$ cat config.mk
export PLATFORM = sky130hd
export DESIGN_NAME = fetch_sequencer
export DESIGN_NICKNAME = d
export VERILOG_FILES = /design/src/rtl/fetch_pkg.sv /design/src/rtl/fetch_pc_reg.sv /design/src/rtl/fetch_sequencer.sv
export SDC_FILE = /design/constraint.sdc
export NUM_CORES = 1
export LEC_CHECK = 0
export CORE_MARGIN = 2
export CORE_UTILIZATION = 44
export CTS_CLUSTER_DIAMETER = 200
export CTS_CLUSTER_SIZE = 10
export DETAILED_ROUTE_END_ITERATION = 12
export HOLD_SLACK_MARGIN = 0.12
export PLACE_DENSITY = 0.81
export SYNTH_ARGS = -nofsm -noshare
export SYNTH_HDL_FRONTEND = slang
export SYNTH_SLANG_ARGS = --single-unit
$ cat constraint.sdc
create_clock -name clk -period 3.2 [get_ports clk]
set_input_delay 0.64 -clock clk [delete_from_list [all_inputs] [get_ports clk]]
set_output_delay 0.64 -clock clk [all_outputs]
set_load 0.005 [all_outputs]
$ cat src/rtl/fetch_pkg.sv
// Shared types and constants for the instruction fetch sequencer.
// Holds the FSM state encoding, the PC source select and the alignment rules.
package fetch_pkg;

    typedef enum logic [2:0] {
        ST_IDLE,
        ST_FETCH,
        ST_WAIT,
        ST_ISSUE,
        ST_DROP,
        ST_HALT
    } fetch_state_t;

    typedef enum logic [1:0] {
        PC_SEL_SEQ,
        PC_SEL_REDIRECT,
        PC_SEL_FLUSH
    } pc_sel_t;

    localparam int unsigned PC_INCR    = 4;
    localparam logic [1:0]  ALIGN_MASK = 2'b11;

    // Instructions are word aligned; any set low address bit is a fault.
    function automatic logic is_misaligned(input logic [1:0] lsbs);
        return (lsbs & ALIGN_MASK) != 2'b00;
    endfunction

endpackage

$ cat src/rtl/fetch_pc_reg.sv
// Program counter register with next-value mux (sequential, redirect, flush).
// Loads only when load is asserted; resets asynchronously to RESET_PC.
module fetch_pc_reg
    import fetch_pkg::*;
#(
    parameter int unsigned     XLEN     = 32,
    parameter logic [XLEN-1:0] RESET_PC = '0
) (
    input  logic            clk,
    input  logic            rst,
    input  logic            load,
    input  pc_sel_t         sel,
    input  logic [XLEN-1:0] redirect_target,
    input  logic [XLEN-1:0] flush_pc,
    output logic [XLEN-1:0] pc
);

    logic [XLEN-1:0] pc_q;
    logic [XLEN-1:0] pc_next;

    always_comb begin
        pc_next = pc_q + XLEN'(PC_INCR);
        case (sel)
            PC_SEL_SEQ:      pc_next = pc_q + XLEN'(PC_INCR);
            PC_SEL_REDIRECT: pc_next = redirect_target;
            PC_SEL_FLUSH:    pc_next = flush_pc;
            default:         pc_next = pc_q + XLEN'(PC_INCR);
        endcase
    end

    always_ff @(posedge clk or negedge rst) begin
        if (!rst) begin
            pc_q <= RESET_PC;
        end else if (load) begin
            pc_q <= pc_next;
        end
    end

    assign pc = pc_q;

endmodule

$ cat src/rtl/fetch_sequencer.sv
// Instruction fetch sequencer: owns the PC, runs a single-outstanding
// req/gnt/rvalid fetch, holds the fetched word until the core retires it.
module fetch_sequencer
    import fetch_pkg::*;
#(
    parameter int unsigned     XLEN     = 32,
    parameter logic [XLEN-1:0] RESET_PC = '0
) (
    input  logic            clk,
    input  logic            rst,
    output logic            imem_req,
    output logic [XLEN-1:0] imem_addr,
    input  logic            imem_gnt,
    input  logic            imem_rvalid,
    input  logic [31:0]     imem_rdata,
    output logic            instr_valid,
    output logic [31:0]     instr,
    output logic [XLEN-1:0] instr_pc,
    input  logic            instr_ready,
    input  logic            redirect_valid,
    input  logic [XLEN-1:0] redirect_target,
    input  logic            halt_req,
    input  logic            flush,
    input  logic [XLEN-1:0] flush_pc,
    output logic [XLEN-1:0] pc,
    output logic            halted,
    output logic            fetch_err,
    output logic [31:0]     retired_cnt
);

    fetch_state_t    state_q;
    fetch_state_t    state_d;
    logic            pc_load;
    pc_sel_t         pc_sel;
    logic            retire;
    logic            err_set;
    logic            latch_instr;
    logic            flush_taken;

    logic            imem_req_q;
    logic            instr_valid_q;
    logic            halted_q;
    logic            fetch_err_q;
    logic [31:0]     instr_q;
    logic [XLEN-1:0] instr_pc_q;
    logic [31:0]     retired_q;
    logic [XLEN-1:0] pc_cur;

    fetch_pc_reg #(
        .XLEN     (XLEN),
        .RESET_PC (RESET_PC)
    ) u_pc_reg (
        .clk             (clk),
        .rst             (rst),
        .load            (pc_load),
        .sel             (pc_sel),
        .redirect_target (redirect_target),
        .flush_pc        (flush_pc),
        .pc              (pc_cur)
    );

    always_comb begin
        state_d     = state_q;
        pc_load     = 1'b0;
        pc_sel      = PC_SEL_SEQ;
        retire      = 1'b0;
        err_set     = 1'b0;
        latch_instr = 1'b0;
        flush_taken = flush && (state_q inside {ST_FETCH, ST_WAIT, ST_ISSUE, ST_DROP});

        case (state_q)
            ST_IDLE: begin
                state_d = ST_FETCH;
            end
            ST_FETCH: begin
                if (flush) begin
                    pc_load = 1'b1;
                    pc_sel  = PC_SEL_FLUSH;
                    // A grant in the flush cycle leaves a response in flight.
                    state_d = imem_gnt ? ST_DROP : ST_FETCH;
                end else if (imem_gnt) begin
                    state_d = ST_WAIT;
                end
            end
            ST_WAIT: begin
                if (flush) begin
                    pc_load = 1'b1;
                    pc_sel  = PC_SEL_FLUSH;
                    state_d = imem_rvalid ? ST_FETCH : ST_DROP;
                end else if (imem_rvalid) begin
                    latch_instr = 1'b1;
                    state_d     = ST_ISSUE;
                end
            end
            ST_ISSUE: begin
                if (flush) begin
                    pc_load = 1'b1;
                    pc_sel  = PC_SEL_FLUSH;
                    state_d = ST_FETCH;
                end else if (instr_ready) begin
                    retire = 1'b1;
                    if (halt_req) begin
                        state_d = ST_HALT;
                    end else if (redirect_valid) begin
                        if (is_misaligned(redirect_target[1:0])) begin
                            err_set = 1'b1;
                            state_d = ST_HALT;
                        end else begin
                            pc_load = 1'b1;
                            pc_sel  = PC_SEL_REDIRECT;
                            state_d = ST_FETCH;
                        end
                    end else begin
                        pc_load = 1'b1;
                        pc_sel  = PC_SEL_SEQ;
                        state_d = ST_FETCH;
                    end
                end
            end
            ST_DROP: begin
                if (flush) begin
                    pc_load = 1'b1;
                    pc_sel  = PC_SEL_FLUSH;
                end
                if (imem_rvalid) begin
                    state_d = ST_FETCH;
                end
            end
            ST_HALT: begin
                state_d = ST_HALT;
            end
            default: begin
                state_d = ST_IDLE;
            end
        endcase

        // A misaligned flush target overrides every flush transition above.
        if (flush_taken && is_misaligned(flush_pc[1:0])) begin
            pc_load = 1'b0;
            err_set = 1'b1;
            state_d = ST_HALT;
        end
    end

    always_ff @(posedge clk or negedge rst) begin
        if (!rst) begin
            state_q       <= ST_IDLE;
            imem_req_q    <= 1'b0;
            instr_valid_q <= 1'b0;
            halted_q      <= 1'b0;
            fetch_err_q   <= 1'b0;
            instr_q       <= '0;
            instr_pc_q    <= '0;
            retired_q     <= '0;
        end else begin
            state_q       <= state_d;
            imem_req_q    <= (state_d == ST_FETCH);
            instr_valid_q <= (state_d == ST_ISSUE);
            halted_q      <= (state_d == ST_HALT);
            if (err_set) begin
                fetch_err_q <= 1'b1;
            end
            if (latch_instr) begin
                instr_q    <= imem_rdata;
                instr_pc_q <= pc_cur;
            end
            if (retire) begin
                retired_q <= retired_q + 32'd1;
            end
        end
    end

    assign imem_req    = imem_req_q;
    assign imem_addr   = pc_cur;
    assign pc          = pc_cur;
    assign instr_valid = instr_valid_q;
    assign instr       = instr_q;
    assign instr_pc    = instr_pc_q;
    assign halted      = halted_q;
    assign fetch_err   = fetch_err_q;
    assign retired_cnt = retired_q;

endmodule

==> flow_metrics.py <==
metrics = {
    "synthesis": {
        "synth_edf_count": 0,
        "synth_async_sr_flop_share_pct": 100,
        "synthCells": 608,
        "synth.area.top_cells": "dfrtp_1 (50%), mux2_2 (11%), buf_4 (3.8%), xnor2_1 (3.0%), nand3_1 (2.1%)",
        "synth_area_per_cell_um2": 11.2,
        "synth_top_flop_cell": "dfrtp_1",
        "synth_nets": 716,
        "yosysSeqAreaShare_pct": 49.7,
        "ys_types": 60,
        "synth-seq-cells": 135,
        "yosys_warnings": 0,
        "synth.cell_area_mm2": 0.00679,
        "post-synth-top-area-cell": "dfrtp_1",
        "synth_top_area_share_pct": 49.7,
    },
    "global_routing": {
        "antenna_found_initial": 1,
        "grt_pass1_wl_um": 31800,
        "overflow": 0,
        "grt_start_max_net_pins": 87,
        "grtUsageTotal_pct": 24.8,
        "grt_pass1_vias": 6079,
    },
    "sta": {
        "finalSetupTns_ns": 0,
        "finalMaxSlewViolations": 0,
        "setup_viol": 0,
        "timing.hold.ws_ns": 0.295,
        "tightestPinTransition_ns": 0.783,
        "rsz0062_at_grt": "false",
        "fin_skew_ns": 0.00693,
        "fin_crit_ns": 2.68,
        "max_freq_mhz": 373,
        "timing.slew.headroom_pct": 47.8,
        "final-hold-violation-count": 0,
        "fin_crit_sh_pct": 83.7,
    },
    "pwr": {
        "p_clk_share_pct": 33.2,
        "p_leak_uw": 0.00439,
        "finalPower_uw": 6220,
        "p_per_area_mw_per_mm2": 614,
        "p_int_uw": 4330,
        "combPwrFrac_pct": 30.2,
        "max-vdd-ir-drop_v": 0.000431,
        "switchingPower_uw": 1890,
        "sequentialPowerShare_pct": 36.6,
        "switching_share_pct": 30.4,
    },
    "clocking": {
        "cts_tree": "yes",
        "cts_max_path_buffers": 2,
        "cts_made_buffers": 17,
        "cts_hold_buf": 0,
        "cts_max_level": 4,
        "ctsRootBufferMaster": "clkbuf_16",
        "postCtsSetupBuffers": 0,
        "clock_latency_ns": 0.41,
        "cts_sinks": 135,
        "clkTransAtPathRegs_ns": 0.06,
        "cts_resized": 0,
    },
    "layout": {
        "drive_gt1_share_pct": 16.0,
        "layout.cells.non_filler": 1047,
        "layout.nets": 953,
        "area_growth_pct": 49.1,
    },
    "detailed_routing": {
        "wl_met1_um": 8040,
        "vias": 5894,
        "antenna_left": 0,
        "routed-wl-met3_um": 1470,
        "firstDrtPassIters": 5,
        "drt_first_iter_violations": 375,
        "highest_layer": "met4",
        "route.detailed.drc": 0,
        "wl_met2_um": 10200,
        "post_drt_wl_per_cell_um": 19.4,
        "via_per_inst": 5.63,
        "drt-total-wl_um": 20300,
    },
    "critical_path": {
        "path_cells": "clkdlybuf4s50_1 > nor3b_2 > and2_1 > nand3b_1 > nor3_1 > ha_1 > a211o_1 > buf_12 > a221oi_2 > nor4_2",
        "crit_type": "in2reg",
        "slowest_stage": "clkdlybuf4s50_1",
        "cp_max_fo": 18,
        "crit_arrival_ns": 2.96,
        "max_stage_delay_ns": 0.44,
        "cp_data_required_time_ns": 3.49,
        "worst_setup_path_start_kind": "input pin",
        "critPathCaptureType": "flop",
    },
    "die": {
        "core-area_mm2": 0.0151,
        "fp.dieArea_mm2": 0.0165,
        "rows": 45,
        "start_util_pct": 44.9,
        "die_h_um": 128,
        "io_pins": 268,
        "die_w_um": 128,
    },
    "hold_path": {
        "hp-class": "in2async",
    },
    "place": {
        "dp.cells": 1014,
        "port_buffers": 267,
        "hpwl_um": 14700,
        "place.gp.congestion": 0.849,
    },
    "run_status": {
        "outcome": "finished clean",
    },
    "job": {
        "cap_violations": 0,
    },
}
==> final timing paths <==
kind                            depth (start not counted)               to             from  slack, ns
worst max register to register                          9  u_pc_reg.pc[29]       state_q[1]       0.65
worst min-delay path                                    1        instr[31]              rst       0.29
worst max-delay path                                   10  u_pc_reg.pc[29]            flush       0.52
min in group clk                                        1  retired_cnt[31]  retired_cnt[31]       0.48
max in group asynchronous                               2  u_pc_reg.pc[15]              rst       2.13
worst min register to register                          1  retired_cnt[31]  retired_cnt[31]       0.48
==> registers in the layout (all words and copies together) (netlist names) <==
signal       flops
instr           32
instr_pc        32
retired_cnt     32
u_pc_reg.pc     32
state_q          3
fetch_err        1
halted           1
imem_req         1
instr_valid      1
==> cell usage after synthesis (8+ instances only) <==
| master | instances |
|---|---|
| o21ai_0 | 26 |
| clkbuf_1 | 15 |
| nor2_1 | 21 |
| mux2_2 | 64 |
| and3_1 | 13 |
| a221o_1 | 8 |
| xnor2_1 | 23 |
| a21oi_1 | 25 |
| nand2_1 | 36 |
| xor2_1 | 8 |
| nor3_1 | 16 |
| dfrtp_1 | 135 |
| a221oi_2 | 8 |
| o22ai_1 | 13 |
| buf_4 | 34 |
| buf_2 | 15 |
| and4_1 | 13 |
| a22o_1 | 8 |
| nand3_1 | 28 |
| nand4_1 | 14 |
==> final cells by class <==
class	instances	area, um2
antenna	1	2.50
clock buffer	20	457
clock inverter	12	175
fill	1124	5010
inverter	5	18.8
multi-input combinational	402	3000
sequential	135	3380
tap	188	235
timing repair buffer	284	2860
==> cells by family (layout without fill, tap and decap cells) <==
kind of cell / count (synthesis) / after routing / share of synthesized area, %
fa+ha+maj: 4 / 4 / 0.737
xor+xnor: 31 / 31 / 4.00
other cells: 0 / 1 / 0
flops: 135 / 135 / 49.7
compound gates: 126 / 126 / 13.7
mux: 64 / 64 / 10.6
simple gates: 177 / 177 / 15.0
buf+inv: 71 / 321 / 6.30
==> through the flow <==
step                      cell area, um2  worst slack, ns  util (%)
final                              10100            0.521      66.9
after global routing               10100            0.354      66.9
after CTS                          10100            0.530      66.9
after detailed placement            9500            0.114      62.7
after global placement              9500            0.184      62.7
after floorplan                     6790            0.417         -
==> power by group through the flow <==
stage                     clock, uW  sequential (uW)  combinational [uW]
after global routing           2180             2320                2040
after detailed placement          0             2310                1870
final                          2070             2280                1880
after global placement            0             2280                1820
after floorplan                   0             2180                1010
after CTS                      2100             2280                1880
==> layer usage <==
layer	track usage [%]	up-vias
met5	0	-
met4	10.3	0
met3	5.88	37
met2	42.8	254
met1	29.6	2889
li1	-	2714
==> critical path, delay by kind of cell <==
kind | cells | cell delay, ns
compound gates | 2 | 0.55
fa+ha+maj | 1 | 0.35
buf+inv | 2 | 0.63
simple gates | 5 | 0.81
==> cells in the final DEF, fill, tap and decap left out, types with 13 or more instances in the layout <==
cell type	Yosys	final
clkdlybuf4s50_1	0	266
dfrtp_1	135	135
mux2_2	64	64
nand2_1	36	35
nand3_1	28	28
o21ai_0	26	26
a21oi_1	25	25
xnor2_1	23	23
nor2_1	21	21
clkbuf_16	0	17
nor3_1	16	16
nand4_1	14	14
and3_1	13	13
and4_1	13	13
o22ai_1	13	13
Power figures use the tool's default switching activity.
==> edit, RTL diff (same settings) <==
`XLEN` is set to 32 in 2 places; all go to 40.
--- a/src/rtl/fetch_pc_reg.sv
+++ b/src/rtl/fetch_pc_reg.sv
@@ -5,3 +5,3 @@
 #(
-    parameter int unsigned     XLEN     = 32,
+    parameter int unsigned     XLEN     = 40,
     parameter logic [XLEN-1:0] RESET_PC = '0
--- a/src/rtl/fetch_sequencer.sv
+++ b/src/rtl/fetch_sequencer.sv
@@ -5,3 +5,3 @@
 #(
-    parameter int unsigned     XLEN     = 32,
+    parameter int unsigned     XLEN     = 40,
     parameter logic [XLEN-1:0] RESET_PC = '0
Ports: changed (5 resized); port bits go from 268 to 308. No check against the original RTL was run, so the function may have changed too.
==> edit against the unedited design <==
Power increased by 24%; maximum frequency is 1.6% higher; final area rose by 13%; first-iteration DRC count up 54%; combinational power rose by 44%; register-to-register slack gained 0.06 ns; wire length is 17% higher; sequential cell count rose by 16; sequential power grew 23%; worst setup slack gained 0.042 ns; via count increased by 18%; synthesized area grew 14%; critical path type unchanged; highest routed layer unchanged.
==> edit: results (changes against the unedited design) <==
[detailed_routing]
wl_met2_mm=12.15  ; was 10.20 mm
drt_wl_total_mm=23.76  ; was 20.27 mm
firstDrtPassIters=6  ; was 5
drt_iter0_drc=579  ; was 375
dr_total_vias=6938  ; was 5894

[run_status]
run_status=complete, no violations  ; unchanged

[layout]
clock_buffers=17  ; was 20
nonClkBufAreaFrac_pct=28.75  ; was 28.27%
fin_nets=1092  ; was 953
flops_and_latches=151  ; was 135
final-clk-cell-share_pct=5.513  ; was 6.236%
multi_input_area_um2=3462  ; was 3002 um2
layout.non_clock_buffers=329  ; was 284
n_fill_cell=1351  ; was 1124
postLayoutCellArea_um2=11480  ; was 10130 um2

[pwr]
finalPower_uw=7690  ; was 6224 uW
power.leakage_uw=0.004863  ; was 0.004393 uW
pwr-share-comb_pct=35.1  ; was 30.2%

[placement]
dpl.hpwl_mm=17.25  ; was 14.72 mm
port_buffers=307  ; was 267

[timing]
post-route-period-util_pct=82.40  ; was 83.70%
fin_skew_ns=0.008799  ; was 0.006930 ns

[logic_synthesis]
synth_adder_area_share_pct=0.6482  ; was 0.7366%
ys_top_cells_by_area=dfrtp_1, mux2_2, buf_4, a21oi_1, xnor2_1  ; was dfrtp_1, mux2_2, buf_4, xnor2_1, nand3_1
synth.yosys.seq_area_share_pct=48.94  ; was 49.72%

[global_route]
antenna_found_initial=0  ; was 1
grt_use_total_pct=25.17  ; was 24.77%

[setup_path]
rrSetupSlack_ns=0.71  ; was 0.65 ns

edit: changes by cell type after synthesis, sizes merged, moves of 9 or more:
cell / unedited run / this run
a21oi: 26 / 44
o22ai: 13 / 3
a41oi: 0 / 9
o22a: 4 / 19
a221oi: 13 / 22
clkbuf: 15 / 28
dfrtp: 135 / 151
o21ai: 27 / 18
edit: worst max-delay path by stage:
stage | startpoint | endpoint
global route | instr_ready | u_pc_reg.pc[12]$_DFFE_PN0P_
detailed placement | instr_ready | u_pc_reg.pc[29]$_DFFE_PN0P_
floorplan | flush | u_pc_reg.pc[28]$_DFFE_PN0P_
finish | instr_ready | u_pc_reg.pc[8]$_DFFE_PN0P_
CTS | instr_ready | u_pc_reg.pc[29]$_DFFE_PN0P_
global placement | instr_ready | u_pc_reg.pc[25]$_DFFE_PN0P_
